**src/rtl/decomp_pipe_ctrl_pkg.sv**
```systemverilog
// Shared constants and state encoding for the QR decomposition pipeline sequencer.
package decomp_pipe_ctrl_pkg;

  // Default build-time geometry of the decompose pipeline.
  localparam int DECOMP_DEPTH     = 8;
  localparam int DECOMP_STAGE_CYC = 16;
  localparam int DECOMP_TAG_WL    = 4;
  localparam int DECOMP_CNT_WL    = 5;

  // Width of the occupancy count (holds 0..DEPTH for DEPTH up to 15).
  localparam int OCC_W = 4;

  // Sequencer state encoding, kept as plain constants for legacy tools.
  typedef logic [1:0] state_t;
  localparam state_t ST_IDLE  = 2'd0;
  localparam state_t ST_RUN   = 2'd1;
  localparam state_t ST_STALL = 2'd2;

endpackage

```
**src/rtl/decomp_slot_track.sv**
```systemverilog
// Per-level valid bit and frame tag shift register with output consume and popcount.
module decomp_slot_track
  import decomp_pipe_ctrl_pkg::*;
#(
  parameter int DEPTH = DECOMP_DEPTH,
  parameter int TAG_W = DECOMP_TAG_WL
) (
  input  logic             clk,
  input  logic             rst,
  input  logic             clear,
  input  logic             shift,
  input  logic             load_vld,
  input  logic [TAG_W-1:0] load_tag,
  input  logic             consume,
  output logic [DEPTH-1:0] vld,
  output logic [TAG_W-1:0] out_tag,
  output logic [OCC_W-1:0] occupancy
);

  logic [DEPTH-1:0][TAG_W-1:0] tag;

  // Shift all levels on advance; otherwise a consumed output frame empties the last level.
  always_ff @(posedge clk) begin
    if (!rst || clear) begin
      vld <= '0;
      tag <= '0;
    end else if (shift) begin
      vld <= {vld[DEPTH-2:0], load_vld};
      tag <= {tag[DEPTH-2:0], load_tag};
    end else if (consume) begin
      vld[DEPTH-1] <= 1'b0;
    end
  end

  assign out_tag = tag[DEPTH-1];

  // Count occupied levels.
  always_comb begin
    occupancy = '0;
    for (int i = 0; i < DEPTH; i++) begin
      occupancy = occupancy + OCC_W'(vld[i]);
    end
  end

endmodule

```
**src/rtl/decomp_pipe_ctrl.sv**
```systemverilog
// Sequencer for the QR decomposition pipeline: advance enable, stage-start pulse,
// level valid/tag tracking and input/output handshakes with backpressure stalling.
module decomp_pipe_ctrl
  import decomp_pipe_ctrl_pkg::*;
#(
  parameter int DEPTH        = DECOMP_DEPTH,
  parameter int STAGE_CYCLES = DECOMP_STAGE_CYC,
  parameter int TAG_W        = DECOMP_TAG_WL,
  parameter int CNT_W        = DECOMP_CNT_WL
) (
  input  logic             clk,
  input  logic             rst,
  input  logic             flush,
  input  logic             in_valid,
  input  logic [TAG_W-1:0] in_tag,
  output logic             in_ready,
  output logic             adv,
  output logic             stage_start,
  output logic             out_valid,
  output logic [TAG_W-1:0] out_tag,
  input  logic             out_ready,
  output logic [3:0]       occupancy,
  output logic             busy
);

  logic [DEPTH-1:0] vld;
  logic [CNT_W-1:0] cnt;
  state_t           state;
  logic             live;
  logic             step_ok;
  logic             term;
  logic             step_fire;
  logic             fire;
  logic             consume;
  logic             any_next;

  // Advance decision and handshake qualifiers; step_fire never looks at in_valid,
  // so in_ready outside IDLE is independent of the producer.
  always_comb begin
    live      = rst && !flush;
    step_ok   = !vld[DEPTH-1] || out_ready;
    term      = (cnt == CNT_W'(STAGE_CYCLES - 1));
    step_fire = 1'b0;
    case (state)
      ST_RUN:   step_fire = term && step_ok;
      ST_STALL: step_fire = step_ok;
      default:  step_fire = 1'b0;
    endcase
    fire     = live && (step_fire || (state == ST_IDLE && in_valid));
    in_ready = live && (step_fire || state == ST_IDLE);
    consume  = live && vld[DEPTH-1] && out_ready && !fire;
    any_next = in_valid || (|vld[DEPTH-2:0]);
  end

  assign adv       = fire;
  assign out_valid = rst && vld[DEPTH-1];
  assign busy      = (state != ST_IDLE);

  // FSM and per-advance step counter; an advance always restarts the count.
  always_ff @(posedge clk) begin
    if (!rst || flush) begin
      state <= ST_IDLE;
      cnt   <= '0;
    end else if (fire) begin
      cnt   <= '0;
      state <= any_next ? ST_RUN : ST_IDLE;
    end else begin
      case (state)
        ST_RUN: begin
          if (term) state <= ST_STALL;
          else      cnt   <= cnt + CNT_W'(1);
        end
        ST_STALL: state <= ST_STALL;
        default: begin
          state <= ST_IDLE;
          cnt   <= '0;
        end
      endcase
    end
  end

  // Stage-start is the advance enable delayed by one cycle.
  always_ff @(posedge clk) begin
    if (!rst) stage_start <= 1'b0;
    else      stage_start <= adv;
  end

  decomp_slot_track #(
    .DEPTH (DEPTH),
    .TAG_W (TAG_W)
  ) u_slots (
    .clk       (clk),
    .rst       (rst),
    .clear     (flush),
    .shift     (fire),
    .load_vld  (in_valid),
    .load_tag  (in_tag),
    .consume   (consume),
    .vld       (vld),
    .out_tag   (out_tag),
    .occupancy (occupancy)
  );

endmodule

```
**config.mk**
```make
export PLATFORM = sky130hd
export DESIGN_NAME = decomp_pipe_ctrl
export DESIGN_NICKNAME = d
export VERILOG_FILES = /design/src/rtl/decomp_pipe_ctrl_pkg.sv /design/src/rtl/decomp_slot_track.sv /design/src/rtl/decomp_pipe_ctrl.sv
export SDC_FILE = /design/constraint.sdc
export NUM_CORES = 1
export LEC_CHECK = 0
export CORE_MARGIN = 2
export CORE_UTILIZATION = 52
export CTS_CLUSTER_DIAMETER = 50
export CTS_CLUSTER_SIZE = 28
export DETAILED_ROUTE_END_ITERATION = 8
export GPL_TIMING_DRIVEN = 0
export PLACE_DENSITY_LB_ADDON = 0.12
export SLEW_MARGIN = 40
export SYNTH_ARGS = -nofsm -noshare
export SYNTH_HDL_FRONTEND = slang
export SYNTH_HIERARCHICAL = 1
export SYNTH_SLANG_ARGS = --single-unit
```
**constraint.sdc**
```tcl
create_clock -name clk -period 3.8 [get_ports clk]
set_clock_uncertainty 0.1 [all_clocks]
set_input_delay 0.76 -clock clk [delete_from_list [all_inputs] [get_ports clk]]
set_output_delay 0.76 -clock clk [all_outputs]
set_load 0.01 [all_outputs]
```
=== Word level (Yosys, flattened, before mapping) ===
Index checks and enable logic that the tools add are counted.

* Divide/modulo/power cells: 0
* $mul: 0
* Mux-type cells: 9
* Reduce and logical (&&, ||, !) cells: 24
* Add/sub/neg operators: 8
* Bitwise operators: 1
* Shift operators: 0
* Equal/unequal tests: 5
* Order comparisons: 0

{| class="wikitable"
|+ Operator list
! kind !! number
|-
| $add 4x1->4 || 6
|-
| $pmux 5 s2 || 1
|-
| $logic_and 1x1->1 || 9
|-
| $reduce_or 7->1 || 1
|-
| $add 5x1->5 const B || 1
|-
| $eq 5x4->1 const B || 1
|-
| $logic_or 1x1->1 || 5
|-
| $mux 5 || 1
|-
| $logic_not 1->1 || 4
|-
| $mux 2 || 2
|-
| $pmux 2 s2 || 1
|-
| $reduce_bool 2->1 || 2
|-
| $mux 1 || 3
|-
| $ne 3x3->1 const B || 1
|-
| $add 1x1->2 || 1
|-
| $eq 2x1->1 const B || 1
|-
| $eq 2x2->1 const B || 1
|-
| $logic_not 2->1 || 1
|-
| $ne 2x2->1 const B || 1
|-
| $pmux 1 s2 || 1
|-
| $reduce_and 2->1 || 1
|-
| $reduce_or 2->1 || 1
|-
| $not 1->1 || 1
|}

* Bits of input ports: 9
* Memory bits (writable): 0
* Memories: 0
* Flip-flop bits (word level): 48
* Output and inout bits: 13
* Logic and storage cells: 60
* Bits in latches: 0
* Memory bits (read-only): 0

=== Depth between registers and ports, before layout ===
* Word-level depth: 10
* Gate-level depth with buffers: 10
* Gate-level depth less buffers: 9

=== Modules after synthesis ===
The synthesis kept the hierarchy.

{| class="wikitable"
|+ By module, submodules not included
! module !! cells an instance !! times used !! seq. area each (um^2) !! area each (um^2)
|-
| decomp_slot_track || 159 || 1 || 800.8 || 1631.6
|-
| decomp_pipe_ctrl || 57 || 1 || 160.2 || 461.7
|}

=== Worst setup path after synthesis ===
OpenSTA, ideal clock, no wires.

* Path type: register to output
* From: register u_slots.vld[0]
* To: output port occupancy[2]
* Slack: 0.295 ns
* Data required time: 2.940 ns
* Arrival: 2.645 ns
* Buffers on the path: 0
* Cell stages (with the launch flop): 10
* Path through: dfxtp_1 -> inv_1 -> fa_1 -> fa_1 -> fa_1 -> inv_1 -> ha_1 -> inv_1 -> fa_1 -> xnor2_1

* Word-level cells in the longest chain between the ends: 7

{| class="wikitable"
|+ RTL lines
! item !! RTL line !! RTL
|-
| start, declared || decomp_slot_track.sv:15 || <nowiki>output logic [DEPTH-1:0] vld,</nowiki>
|-
| start signal, assigned || decomp_slot_track.sv:28 || <nowiki>vld <= {vld[DEPTH-2:0], load_vld};</nowiki>
|-
| $add 1x1->2 || decomp_slot_track.sv:41 || <nowiki>occupancy = occupancy + OCC_W'(vld[i]);</nowiki>
|-
| $add 4x1->4 (6 in series) || decomp_slot_track.sv:41 ||
|-
| end, declared || decomp_pipe_ctrl.sv:22 || <nowiki>output logic [3:0] occupancy,</nowiki>
|}

Every way passes these cells.

=== Worst setup path after layout ===
* From: register u_slots.vld[3]
* To: output port occupancy[1]

* Word-level cells in the longest chain between the ends: 5

{| class="wikitable"
|+ RTL lines
! item !! RTL line
|-
| $add 4x1->4 (5 in series) || decomp_slot_track.sv:41
|}

Every way passes these cells.

==> impl_metrics.env <==
export IMPL_end_of_the_worst_hold_path="cnt[4]"
export IMPL_total_leakage_power_nw=0.955
export IMPL_die_height_um=67.4
export IMPL_area_enclosed_by_the_die_boundary_um2=4550
export IMPL_routedWlPerCell_um=10.7
export IMPL_mappedNetlistArea_um2=2090
export IMPL_grt_antenna_before_repair=0
export IMPL_timing_fmax_mhz=260
export IMPL_worstHoldPathType="reg2reg"
export IMPL_met3RoutedLength_um=138
export IMPL_via_count=1432
export IMPL_critPathMostFrequentCell="sky130_fd_sc_hd__inv_2"
export IMPL_critical_path_class="reg2out"
export IMPL_max_slew_worst_pin_slew_ps=445
export IMPL_holdBufCountCts=0
export IMPL_synth_cell_types=27
export IMPL_rr_endpoint="u_slots/vld[0]"
export IMPL_yosysWarnings=6
export IMPL_synthMuxAreaShare=0.191
export IMPL_synthSimpleGateAreaFrac=0.137
export IMPL_n_fill_cell=358
export IMPL_fin_crit_sh=1.01
export IMPL_most_common_layout_cells="sky130_fd_sc_hd__nor2_1, sky130_fd_sc_hd__dfxtp_1, sky130_fd_sc_hd__mux2i_1"
export IMPL_start_kind="flip-flop"
export IMPL_place_port_buffers=21
export IMPL_grt_pass1_vias=1344
export IMPL_clock_sinks=48
export IMPL_finalCriticalPeriod_ps=3850
export IMPL_total_power_mw=0.945
export IMPL_hold_path_startpoint="cnt[4]"
export IMPL_cellPowerDensity_nw_per_um2=374
export IMPL_globalRouteOverflowTotal=0
export IMPL_timing_final_ws_setup_ps=-48.2
export IMPL_route_detailed_vias_per_inst=4.81
export IMPL_grt_start_max_net_pins=15
export IMPL_run_status="finished with violations"
export IMPL_floorplan_rows=23
export IMPL_clockBufferDepth=2
export IMPL_wl_met1_mm=1.59
export IMPL_violations="negative setup slack"
export IMPL_max_slew_margin=0.704
export IMPL_end_kind="primary output"
export IMPL_synth_xor_area_frac=0.0126
export IMPL_worst_r2r_startpoint="cnt[0]"
export IMPL_vdd_ir_drop_worst_mv=0.312
export IMPL_netlist_area_leader_share=0.459
export IMPL_main_combinational_cell_family_by_area_after_synthesis="multiplexers"
export IMPL_ys_seq_elements=48
export IMPL_cts_htree_levels=2
export IMPL_power_frac_seq=0.535
export IMPL_final_util=0.641
export IMPL_worstPathMaxFanout=2
export IMPL_hold_path_cell_count=2
export IMPL_clock_tree_from_tritoncts="built"
export IMPL_cp_data_arrival_time_ps=2990
export IMPL_placed_cells=287
export IMPL_drt_initial_drc_count=47
export IMPL_clk_transition_reported_paths_ps=80
export IMPL_final_nets=268
export IMPL_synth_area_per_cell_um2=9.69
export IMPL_clock_latency_of_the_later_clocked_register_in_the_worst_skew_pair_ps=280
export IMPL_drive_gt1_frac=0.125
export IMPL_share_comb_of_total_power=0.057
export IMPL_met2_wirelength_mm=1.46
export IMPL_timing_max_transition_violations_final=0
export IMPL_synthesized_netlist_cell_count=216
export IMPL_cell_types_occupying_the_most_area_after_synthesis="sky130_fd_sc_hd__dfxtp_1, sky130_fd_sc_hd__mux2i_1, sky130_fd_sc_hd__nor2_1"
export IMPL_synth_seq_area_share=0.459
export IMPL_drv_cap=0
export IMPL_syn_nets=237
export IMPL_firstDrtPassIters=4
export IMPL_critical_path_startpoint="u_slots/vld[3]"
export IMPL_worst_r2r_setup_slack_ps=1400
export IMPL_top_level_ports=22
export IMPL_p_int_mw=0.763
export IMPL_synth_compound_area_share=0.0430
export IMPL_area_growth_syn_to_layout_pct=20.7
export IMPL_first_pass_grt_wire_length_mm=5.75
export IMPL_max_stage_delay_ps=540
export IMPL_gpl_final_weighted_congestion=0.776
export IMPL_dp_worst_setup_slack_ps=-264
export IMPL_setup_viol=2
export IMPL_diodes=0
export IMPL_fin_worst_hold_slack_ps=395
export IMPL_r2r_cells=10
export IMPL_wl_mm=3.20
export IMPL_dr_max_layer_used="met4"
export IMPL_yosys_area_share_adder=0.0861
export IMPL_required_ps=2940
export IMPL_finish_cell_count_without_fillers=298
export IMPL_share_clk_of_total_power=0.408
export IMPL_power_switching_fraction=0.193
export IMPL_tritoncts_num_buffers=5
export IMPL_critical_path_n_buffers_inverters=5
export IMPL_hpwl_detailed_mm=2.30
export IMPL_final_hold_violation_count=0
export IMPL_cts_root_buffer="sky130_fd_sc_hd__clkbuf_8"
export IMPL_p_sw_mw=0.182
export IMPL_sequence_of_cells_on_the_critical_path="inv_2 -> fa_1 -> fa_1 -> fa_1 -> inv_2 -> ha_4 -> inv_2 -> fa_2 -> inv_2 -> buf_6"
export IMPL_critPathSlowestCell="sky130_fd_sc_hd__fa_1"
export IMPL_critical_path_top_delay_family="adder cells"
export IMPL_drc_errors=0
export IMPL_die_x_extent_um=67.4
export IMPL_core_um2=3940
export IMPL_post_synth_top_area_cell="sky130_fd_sc_hd__dfxtp_1"
export IMPL_gr_usage_all_layers=0.165
export IMPL_initial_utilization=0.531
export IMPL_unrepaired_setup_endpoints_after_global_routing="true"
export IMPL_route_antenna_remaining_nets=0
export IMPL_final_common_cell="sky130_fd_sc_hd__nor2_1"
## per-stage QoR
| stage | instance area (µm²) | TNS (ps) |
|---|---|---|
| global route | 2530 | -311 |
| global placement | 2370 | -463 |
| finish | 2530 | -59.4 |
| detailed placement | 2370 | -508 |
| CTS | 2510 | -297 |
| floorplan | 2090 | 0 |
## Yosys cell counts (all sizes together)
library cell and instances:
xnor2 1, and3 1, xor2 2, nand3 1
inv 18, mux2i 40, a22oi 1, dfxtp 48
fa 4, o21bai 1, or3b 1, and2 2
a21o 2, nand2b 4, nor2 47, nand2 5
nor3 2, nor4 2, nor2b 1, ha 8
a21oi 9, nand4 1, a311o 1, o21ai 1
clkbuf 4, buf 9
## state kept, by name, indices dropped and copies added (netlist names)
name and flops:
u_slots/tag 28, u_slots/vld 8, cnt 5, u_slots/out_tag 4
state 2, stage_start 1
## power groups by stage
stage | sequential [mW] | clock (mW) | combinational [mW]
after global routing | 0.506 | 0.418 | 0.0596
after floorplan | 0.517 | 0 | 0.0342
after global placement | 0.517 | 0 | 0.0542
final | 0.505 | 0.385 | 0.0543
after detailed placement | 0.517 | 0 | 0.0540
after CTS | 0.505 | 0.400 | 0.0547
## logic make-up (layout without fill, tap and decap cells)
kind of cell               count (synthesis)  after routing
muxes                                     40             40
and+or+nand+nor                           67             67
xor gates and xnor gates                   3              3
AOI/OAI and AO/OA                         15             15
DFF                                       48             48
buffers and inverters                     31             63
adders and majority gates                 12             12
## worst min-delay path, delay by kind of cell, from the launching register on
family	cells	cell delay [ps]
AO/OA/AOI/OAI	1	60
AND/OR/NAND/NOR	1	70
flip-flops	1	330
## cell type report
cell class / count / area (µm²) / share of cell area
clock inverter: 1 / 30.0 / 0.0119
tap: 50 / 62.6 / 0.0248
buffer: 13 / 80.1 / 0.0317
inverter: 18 / 67.6 / 0.0267
timing repair buffer: 24 / 226 / 0.0896
clock buffer: 7 / 96.3 / 0.0381
sequential: 48 / 965 / 0.382
multi-input combinational: 137 / 1000 / 0.396
## layer usage
metal,vias to the layer above,global-route usage
met1,644,0.209
met5,-,0
li1,763,-
met2,23,0.281
met4,0,0.0536
met3,2,0.0367
## worst max path at each step
stage,end,slack [ps],depth (start not counted)
2_1_floorplan,occupancy[2],300,9
4_1_cts,occupancy[2],-160,10
3_5_place_dp,occupancy[2],-260,10
5_1_grt,occupancy[1],-140,10
3_3_place_gp,occupancy[2],-240,10
6_report,occupancy[1],-50,10
## what timing repair did
item | CTS | global route
endpoints found under the setup margin | 4 | 3
gates resized for setup | 16 | 5
setup buffers | 3 | 0
gates cloned | 0 | 0
pin swaps | 3 | 3
No activity file was read; power rests on OpenSTA's default activity.
